## config.mk

```make
export PLATFORM = sky130hd
export DESIGN_NAME = shape_dump
export DESIGN_NICKNAME = d
export VERILOG_FILES = /design/src/rtl/shape_dump_pkg.sv /design/src/rtl/shape_dump_uart.sv /design/src/rtl/shape_dump.sv
export SDC_FILE = /design/constraint.sdc
export NUM_CORES = 1
export LEC_CHECK = 0
export ABC_AREA = 1
export CORE_AREA = 3 3 112 125
export DETAILED_ROUTE_END_ITERATION = 8
export DIE_AREA = 0 0 115 128
export GPL_ROUTABILITY_DRIVEN = 0
export HOLD_SLACK_MARGIN = 0.03
export PLACE_DENSITY = 0.83
export SLEW_MARGIN = 10
export SYNTH_ARGS = -nofsm -noshare
export SYNTH_HDL_FRONTEND = slang
export SYNTH_SLANG_ARGS = --single-unit
```

## constraint.sdc

```tcl
create_clock -name clk -period 5 [get_ports clk]
set_input_delay 1 -clock clk [delete_from_list [all_inputs] [get_ports clk]]
set_output_delay 1 -clock clk [all_outputs]
set_load 0.03 [all_outputs]
```

## src/rtl/shape_dump_pkg.sv

```systemverilog
// Shared constants and helpers for the shape-table UART dump.
// Frame layout: header, count, 11 bytes per shape, XOR checksum.
package shape_dump_pkg;

  localparam int INT_BITS = 12;

  localparam logic [7:0] HDR_BYTE    = 8'hA5;
  localparam int         SHAPE_BYTES = 11;

  typedef enum logic [2:0] {
    IDLE,
    HDR,
    CNT,
    LOAD,
    FIELD,
    CSUM,
    FIN
  } state_e;

  // One shape, already widened to its on-wire 16-bit representation.
  typedef struct packed {
    logic [7:0]  ty;
    logic [15:0] x;
    logic [15:0] y;
    logic [15:0] size;
    logic [15:0] angle;
    logic [11:0] color;
  } shape_t;

  function automatic logic [7:0] shape_byte(input shape_t s, input logic [3:0] k);
    logic [7:0] b;
    case (k)
      4'd0:    b = s.ty;
      4'd1:    b = s.x[15:8];
      4'd2:    b = s.x[7:0];
      4'd3:    b = s.y[15:8];
      4'd4:    b = s.y[7:0];
      4'd5:    b = s.size[15:8];
      4'd6:    b = s.size[7:0];
      4'd7:    b = s.angle[15:8];
      4'd8:    b = s.angle[7:0];
      4'd9:    b = {4'h0, s.color[11:8]};
      default: b = s.color[7:0];
    endcase
    return b;
  endfunction

endpackage

```

## src/rtl/shape_dump_uart.sv

```systemverilog
// 8N1 byte serialiser. ready looks ahead to the last stop-bit cycle so the
// next byte is accepted on the same edge the current one ends (no idle gap).
module uart_tx_byte #(
  parameter int CLKS_PER_BIT = 347
) (
  input  logic       clk,
  input  logic       rst,
  input  logic       valid_i,
  output logic       ready_o,
  input  logic [7:0] data_i,
  output logic       tx_o,
  output logic       busy_o
);

  localparam int CW = (CLKS_PER_BIT > 1) ? $clog2(CLKS_PER_BIT) : 1;
  localparam logic [CW-1:0] CNT_LAST = CW'(CLKS_PER_BIT - 1);

  logic          active_q, active_d;
  logic [CW-1:0] cnt_q, cnt_d;
  logic [3:0]    bit_q, bit_d;
  logic [9:0]    sh_q, sh_d;
  logic          tx_q;
  logic          bit_end, last_bit;

  assign bit_end  = (cnt_q == CNT_LAST);
  assign last_bit = bit_end && (bit_q == 4'd9);
  assign ready_o  = !active_q || last_bit;
  assign busy_o   = active_q;
  assign tx_o     = tx_q;

  always_comb begin
    active_d = active_q;
    cnt_d    = cnt_q;
    bit_d    = bit_q;
    sh_d     = sh_q;
    if (valid_i && ready_o) begin
      sh_d     = {1'b1, data_i, 1'b0};
      cnt_d    = '0;
      bit_d    = '0;
      active_d = 1'b1;
    end else if (active_q) begin
      if (bit_end) begin
        cnt_d = '0;
        bit_d = bit_q + 4'd1;
        sh_d  = {1'b1, sh_q[9:1]};
        if (bit_q == 4'd9) active_d = 1'b0;
      end else begin
        cnt_d = cnt_q + CW'(1);
      end
    end
  end

  // The line is registered once more so it comes straight from a flop.
  always_ff @(posedge clk) begin
    if (rst) begin
      active_q <= 1'b0;
      cnt_q    <= '0;
      bit_q    <= '0;
      sh_q     <= '1;
      tx_q     <= 1'b1;
    end else begin
      active_q <= active_d;
      cnt_q    <= cnt_d;
      bit_q    <= bit_d;
      sh_q     <= sh_d;
      tx_q     <= active_q ? sh_q[0] : 1'b1;
    end
  end

endmodule

```

## src/rtl/shape_dump.sv

```systemverilog
// Dumps shapes 0..number of the shape table over the UART as one framed,
// checksummed packet. Each shape is snapshotted in a single LOAD cycle.
module shape_dump
  import shape_dump_pkg::*;
#(
  parameter int CLKS_PER_BIT = 347,
  parameter int MAXSHP       = 16
) (
  input  logic                       clk,
  input  logic                       rst,
  input  logic                       start_i,
  input  logic        [INT_BITS-1:0] number_i,
  output logic        [INT_BITS-1:0] rd_id_o,
  input  logic        [INT_BITS-1:0] rd_ty_i,
  input  logic        [INT_BITS-1:0] rd_x_i,
  input  logic        [INT_BITS-1:0] rd_y_i,
  input  logic        [INT_BITS-1:0] rd_size_i,
  input  logic signed [INT_BITS-1:0] rd_angle_i,
  input  logic        [11:0]         rd_color_i,
  output logic                       tx_o,
  output logic                       busy_o,
  output logic                       done_o
);

  localparam logic [INT_BITS-1:0] LAST_IDX = INT_BITS'(MAXSHP - 1);
  localparam logic [3:0]          LAST_K   = 4'(SHAPE_BYTES - 1);

  state_e              state_q, state_d;
  logic [INT_BITS-1:0] idx_q, idx_d;
  logic [INT_BITS-1:0] num_q, num_d;
  logic [3:0]          k_q, k_d;
  logic [7:0]          csum_q, csum_d;
  shape_t              shp_q, shp_d;
  logic                done_q, done_d;

  logic                u_valid, u_ready, u_busy;
  logic [7:0]          u_data;

  // Only the low byte of the type field goes on the wire.
  logic unused_ty_hi;
  assign unused_ty_hi = ^rd_ty_i[INT_BITS-1:8];

  always_comb begin
    state_d = state_q;
    idx_d   = idx_q;
    num_d   = num_q;
    k_d     = k_q;
    csum_d  = csum_q;
    shp_d   = shp_q;
    done_d  = 1'b0;
    u_valid = 1'b0;
    u_data  = 8'h00;
    case (state_q)
      IDLE: begin
        if (start_i) begin
          // Clamp so the shape index can never run past the table.
          num_d   = (number_i > LAST_IDX) ? LAST_IDX : number_i;
          idx_d   = '0;
          csum_d  = 8'h00;
          state_d = HDR;
        end
      end
      HDR: begin
        u_valid = 1'b1;
        u_data  = HDR_BYTE;
        if (u_ready) state_d = CNT;
      end
      CNT: begin
        u_valid = 1'b1;
        u_data  = num_q[7:0] + 8'd1;
        if (u_ready) begin
          csum_d  = csum_q ^ u_data;
          state_d = LOAD;
        end
      end
      LOAD: begin
        shp_d.ty    = rd_ty_i[7:0];
        shp_d.x     = 16'(rd_x_i);
        shp_d.y     = 16'(rd_y_i);
        shp_d.size  = 16'(rd_size_i);
        shp_d.angle = 16'(rd_angle_i);
        shp_d.color = rd_color_i;
        k_d         = '0;
        state_d     = FIELD;
      end
      FIELD: begin
        u_valid = 1'b1;
        u_data  = shape_byte(shp_q, k_q);
        if (u_ready) begin
          csum_d = csum_q ^ u_data;
          if (k_q == LAST_K) begin
            if (idx_q < num_q) begin
              idx_d   = idx_q + INT_BITS'(1);
              state_d = LOAD;
            end else begin
              state_d = CSUM;
            end
          end else begin
            k_d = k_q + 4'd1;
          end
        end
      end
      CSUM: begin
        u_valid = 1'b1;
        u_data  = csum_q;
        if (u_ready) state_d = FIN;
      end
      FIN: begin
        // Serialiser idle means its registered line has one stop cycle left.
        if (!u_busy) begin
          done_d  = 1'b1;
          state_d = IDLE;
        end
      end
      default: state_d = IDLE;
    endcase
  end

  always_ff @(posedge clk) begin
    if (rst) begin
      state_q <= IDLE;
      idx_q   <= '0;
      num_q   <= '0;
      k_q     <= '0;
      csum_q  <= 8'h00;
      shp_q   <= '0;
      done_q  <= 1'b0;
    end else begin
      state_q <= state_d;
      idx_q   <= idx_d;
      num_q   <= num_d;
      k_q     <= k_d;
      csum_q  <= csum_d;
      shp_q   <= shp_d;
      done_q  <= done_d;
    end
  end

  assign rd_id_o = idx_q;
  assign busy_o  = (state_q != IDLE);
  assign done_o  = done_q;

  uart_tx_byte #(
    .CLKS_PER_BIT(CLKS_PER_BIT)
  ) u_tx (
    .clk    (clk),
    .rst    (rst),
    .valid_i(u_valid),
    .ready_o(u_ready),
    .data_i (u_data),
    .tx_o   (tx_o),
    .busy_o (u_busy)
  );

endmodule

```

==> impl_metrics.py <==
metrics = {
    "status": {
        "status": "finished clean",
    },
    "power_and_ir_drop": {
        "p_seq_share_pct": 34.3,
        "p_int_mw": 2.51,
        "clkPwrFrac_pct": 34.6,
        "p_leak_nw": 3.71,
        "powerDensity_nw_per_um2": 454,
        "irDropWorstVdd_v": 0.000220,
        "p_switching_mw": 1.41,
        "pwr-share-comb_pct": 31.1,
        "p_sw_share_pct": 35.9,
    },
    "worst_setup_path": {
        "critical_path_class": "reg -> out",
        "slowest_delay_ns": 0.67,
        "critPathRequiredTime_ns": 4.00,
        "r2r-start": "k_q[0]",
        "cp_cell_sequence": "inv_2, nand2_2, inv_1, nand2_1, clkdlybuf4s50_1",
        "cpLargestDelayFamily": "buffers and inverters",
        "path_buf_inv": 3,
        "r2r_end": "rd_id_o[1]",
        "critical_path.slowest_cell": "clkdlybuf4s50_1",
        "rr_worst_depth": 9,
        "worstPathMaxFanout": 5,
        "arrival_ns": 1.89,
        "startpoint_type": "flip-flop",
        "reg2reg_setup_slack_ns": 2.54,
        "cp-end-kind": "output pin",
    },
    "placement": {
        "post-dp-hpwl_mm": 12.1,
        "dp_slack_ns": 2.29,
        "io_buffer_count": 97,
    },
    "synth": {
        "post_synth_num_cell_types": 43,
        "syn-num-nets": 1113,
        "synth_area_leaders": "dfxtp_1 38%, nor2_1 9.9%, nand2_1 9.0%, nand3_1 6.6%, o21ai_0 5.2%",
        "syn_area_per_cell_um2": 6.96,
        "synth_async_sr_flop_share_pct": 0,
        "yosysSeqAreaShare_pct": 37.8,
        "synthTopCellsByCount": "184 x nor2_1, 167 x nand2_1, 132 x dfxtp_1",
        "synth-edff-count": 0,
        "netlist_area_um2": 7000,
        "synth_top_cell_area_share_pct": 37.8,
        "syn_inst": 1005,
        "ys_warn_count": 0,
        "synth_seq_cells": 132,
        "yosysTopAreaCell": "dfxtp_1",
        "yosysMostFrequentCell": "nor2_1",
        "synth_flop_cell": "dfxtp_1",
    },
    "sta": {
        "holdWs_ns": 0.435,
        "hold_viol": 0,
        "relSlewSlack_pct": 43.9,
        "maxSlewViolCount": 0,
        "period_share_pct": 57.7,
        "fmaxAchievable_mhz": 346,
        "rsz0062_at_grt": "no",
        "worst_slack_ns": 2.11,
        "tns_ns": 0,
        "timing.final.crit_period_ns": 2.89,
        "tightest_slew_ns": 0.841,
        "fin_skew_ns": 0.00585,
        "setup_violations": 0,
    },
    "final_layout": {
        "nets": 1185,
        "diodes": 0,
        "drive_above_1_share_pct": 8.81,
        "register_area_um2": 2640,
        "area_delta_synth_final_pct": 23.1,
        "fill_cells": 1100,
        "multiInputGateArea_um2": 3760,
    },
    "clock_network": {
        "clkTransAtPathRegs_ns": 0.06,
        "numCtsBuffers": 17,
        "cts_setup_buffers": 0,
        "clk_latency_ns": 0.43,
        "cts_tree": "yes",
        "cts_sinks": 132,
        "cts_max_path_buffers": 2,
        "cts_resized": 0,
        "cts-hold-fix-buffers": 0,
        "root_buffer": "clkbuf_16",
        "htree_levels": 4,
    },
    "floorplanning": {
        "ioPinCount": 102,
        "core_um2": 12700,
        "chipWidth_um": 115,
        "dieArea_um2": 14700,
        "fp.dieH_um": 128,
        "rows": 43,
        "initial_core_util_pct": 55.1,
    },
    "worst_hold_path": {
        "min_path_cells": 2,
        "hold_start": "num_q[8]",
        "hold_path.class": "reg -> reg",
        "min_to": "num_q[8]",
    },
    "routing": {
        "routed.top_layer": "met4",
        "met3WireLength_um": 958,
        "ant_nets": 0,
        "vias_per_cell": 5.39,
        "drt_first_pass_iters": 4,
        "avgRoutedWirePerCell_um": 13.9,
        "drt-initial-drc-count": 517,
        "drt_wl_total_mm": 17.4,
        "wl_met2_mm": 8.70,
        "drc": 0,
        "vias": 6726,
        "wl_met1_mm": 7.24,
    },
    "global_route": {
        "grt_pass1_wl_mm": 28.1,
        "grt_pass1_vias": 6108,
        "grt_overflow_total": 0,
        "grt_max_degree": 70,
        "grt.total_usage_pct": 23.8,
        "antenna_found_initial": 0,
    },
    "job": {
        "max_cap_violations": 0,
    },
}
-- kinds of logic (layout without fill, tap and decap cells) --
| logic type | Yosys count | in the layout | share of synthesized area (%) |
|---|---|---|---|
| fa+ha+maj | 21 | 21 | 3.76 |
| flops | 132 | 132 | 37.8 |
| xor+xnor | 16 | 16 | 2.00 |
| simple gates | 543 | 543 | 36.5 |
| buf+inv | 141 | 226 | 8.46 |
| compound gates | 152 | 152 | 11.5 |
-- power groups by stage --
stage	clock [mW]	combinational, mW	sequential [mW]
2_1_floorplan	0	0.922	1.34
3_5_place_dp	0	1.20	1.36
3_3_place_gp	0	1.18	1.35
6_report	1.36	1.22	1.34
4_1_cts	1.36	1.21	1.34
5_1_grt	1.42	1.36	1.36
-- state kept, by name (all words and copies together), names as in the netlist --
| name | flops |
|---|---|
| k_q | 4 |
| num_q | 12 |
| u_tx.busy_o | 1 |
| rd_id_o | 12 |
| state_q | 3 |
| csum_q | 8 |
| u_tx.bit_q | 4 |
| u_tx.cnt_q | 9 |
| u_tx.tx_o | 1 |
| done_o | 1 |
| u_tx.sh_q | 9 |
| shp_q | 68 |
-- cell usage in the layout, fill, tap and decap left out, types with 2 or more instances in the layout --
cell type        Yosys  routed
or2_2                3       3
nand2_4              2       2
dfxtp_1            132     132
clkdlybuf4s50_1      0      97
nor2_4               6       6
nand2_2             14      14
buf_4                6       3
inv_1               77      76
o21ai_2              2       2
nand3_2              3       3
nand3b_1             4       4
nor2_1             184     184
inv_2               10      11
nor2_8               2       2
nand2_1            167     167
clkinvlp_4           0       3
a22oi_1              3       3
nor3b_1              4       4
bufinv_16            0       5
nor2_2               3       3
a21oi_1             53      53
nor3_2               3       3
nand3_1             92      92
clkbuf_16            0      17
ha_1                21      21
nor4_1               2       2
xnor2_1              3       3
nor3_1              12      12
inv_4                5       5
xor2_1              13      13
clkinv_4             0       2
o211ai_1             6       6
nand3_4              2       2
nand4_1             35      35
o21ai_1             11      11
o21ai_0             73      73
clkinv_2             0       4
nor3_4               2       2
a211oi_1             2       2
-- metal layers --
metal	vias up	track usage, %
met2	196	40.8
met1	3046	28.6
met4	0	8.84
li1	3443	-
met5	-	0
met3	41	5.71
-- final cells by class --
cell class	count	share of cell area [%]
clock inverter	14	2.44
inverter	93	4.20
tap	157	2.28
multi-input combinational	732	43.7
timing repair buffer	101	11.8
sequential	132	30.7
clock buffer	18	4.98
-- metrics by stage --
step	util, %	cells	total power [mW]	area (um2)
6_report	67.8	1247	3.91	8610
5_1_grt	67.8	1247	4.14	8610
4_1_cts	67.8	1247	3.92	8610
3_5_place_dp	62.8	1215	2.56	7980
3_3_place_gp	62.8	1215	2.53	7980
2_1_floorplan	-	1005	2.26	7000
-- worst max-delay path by stage --
stage,startpoint,to,slack [ns],depth (start not counted)
finish,state_q[1],busy_o,2.11,5
global route,state_q[1],busy_o,1.99,5
CTS,state_q[1],busy_o,2.11,5
detailed placement,rst,k_q[3],2.29,6
global placement,rst,k_q[2],2.31,6
floorplan,rst,shp_q[79],2.89,6
-- tightest hold or removal path: stages, from the launching register on --
cell	delay [ns]
dfxtp_1	0.31
nand2_1	0.06
inv_1	0.03
No activity file was read; power rests on OpenSTA's default activity.
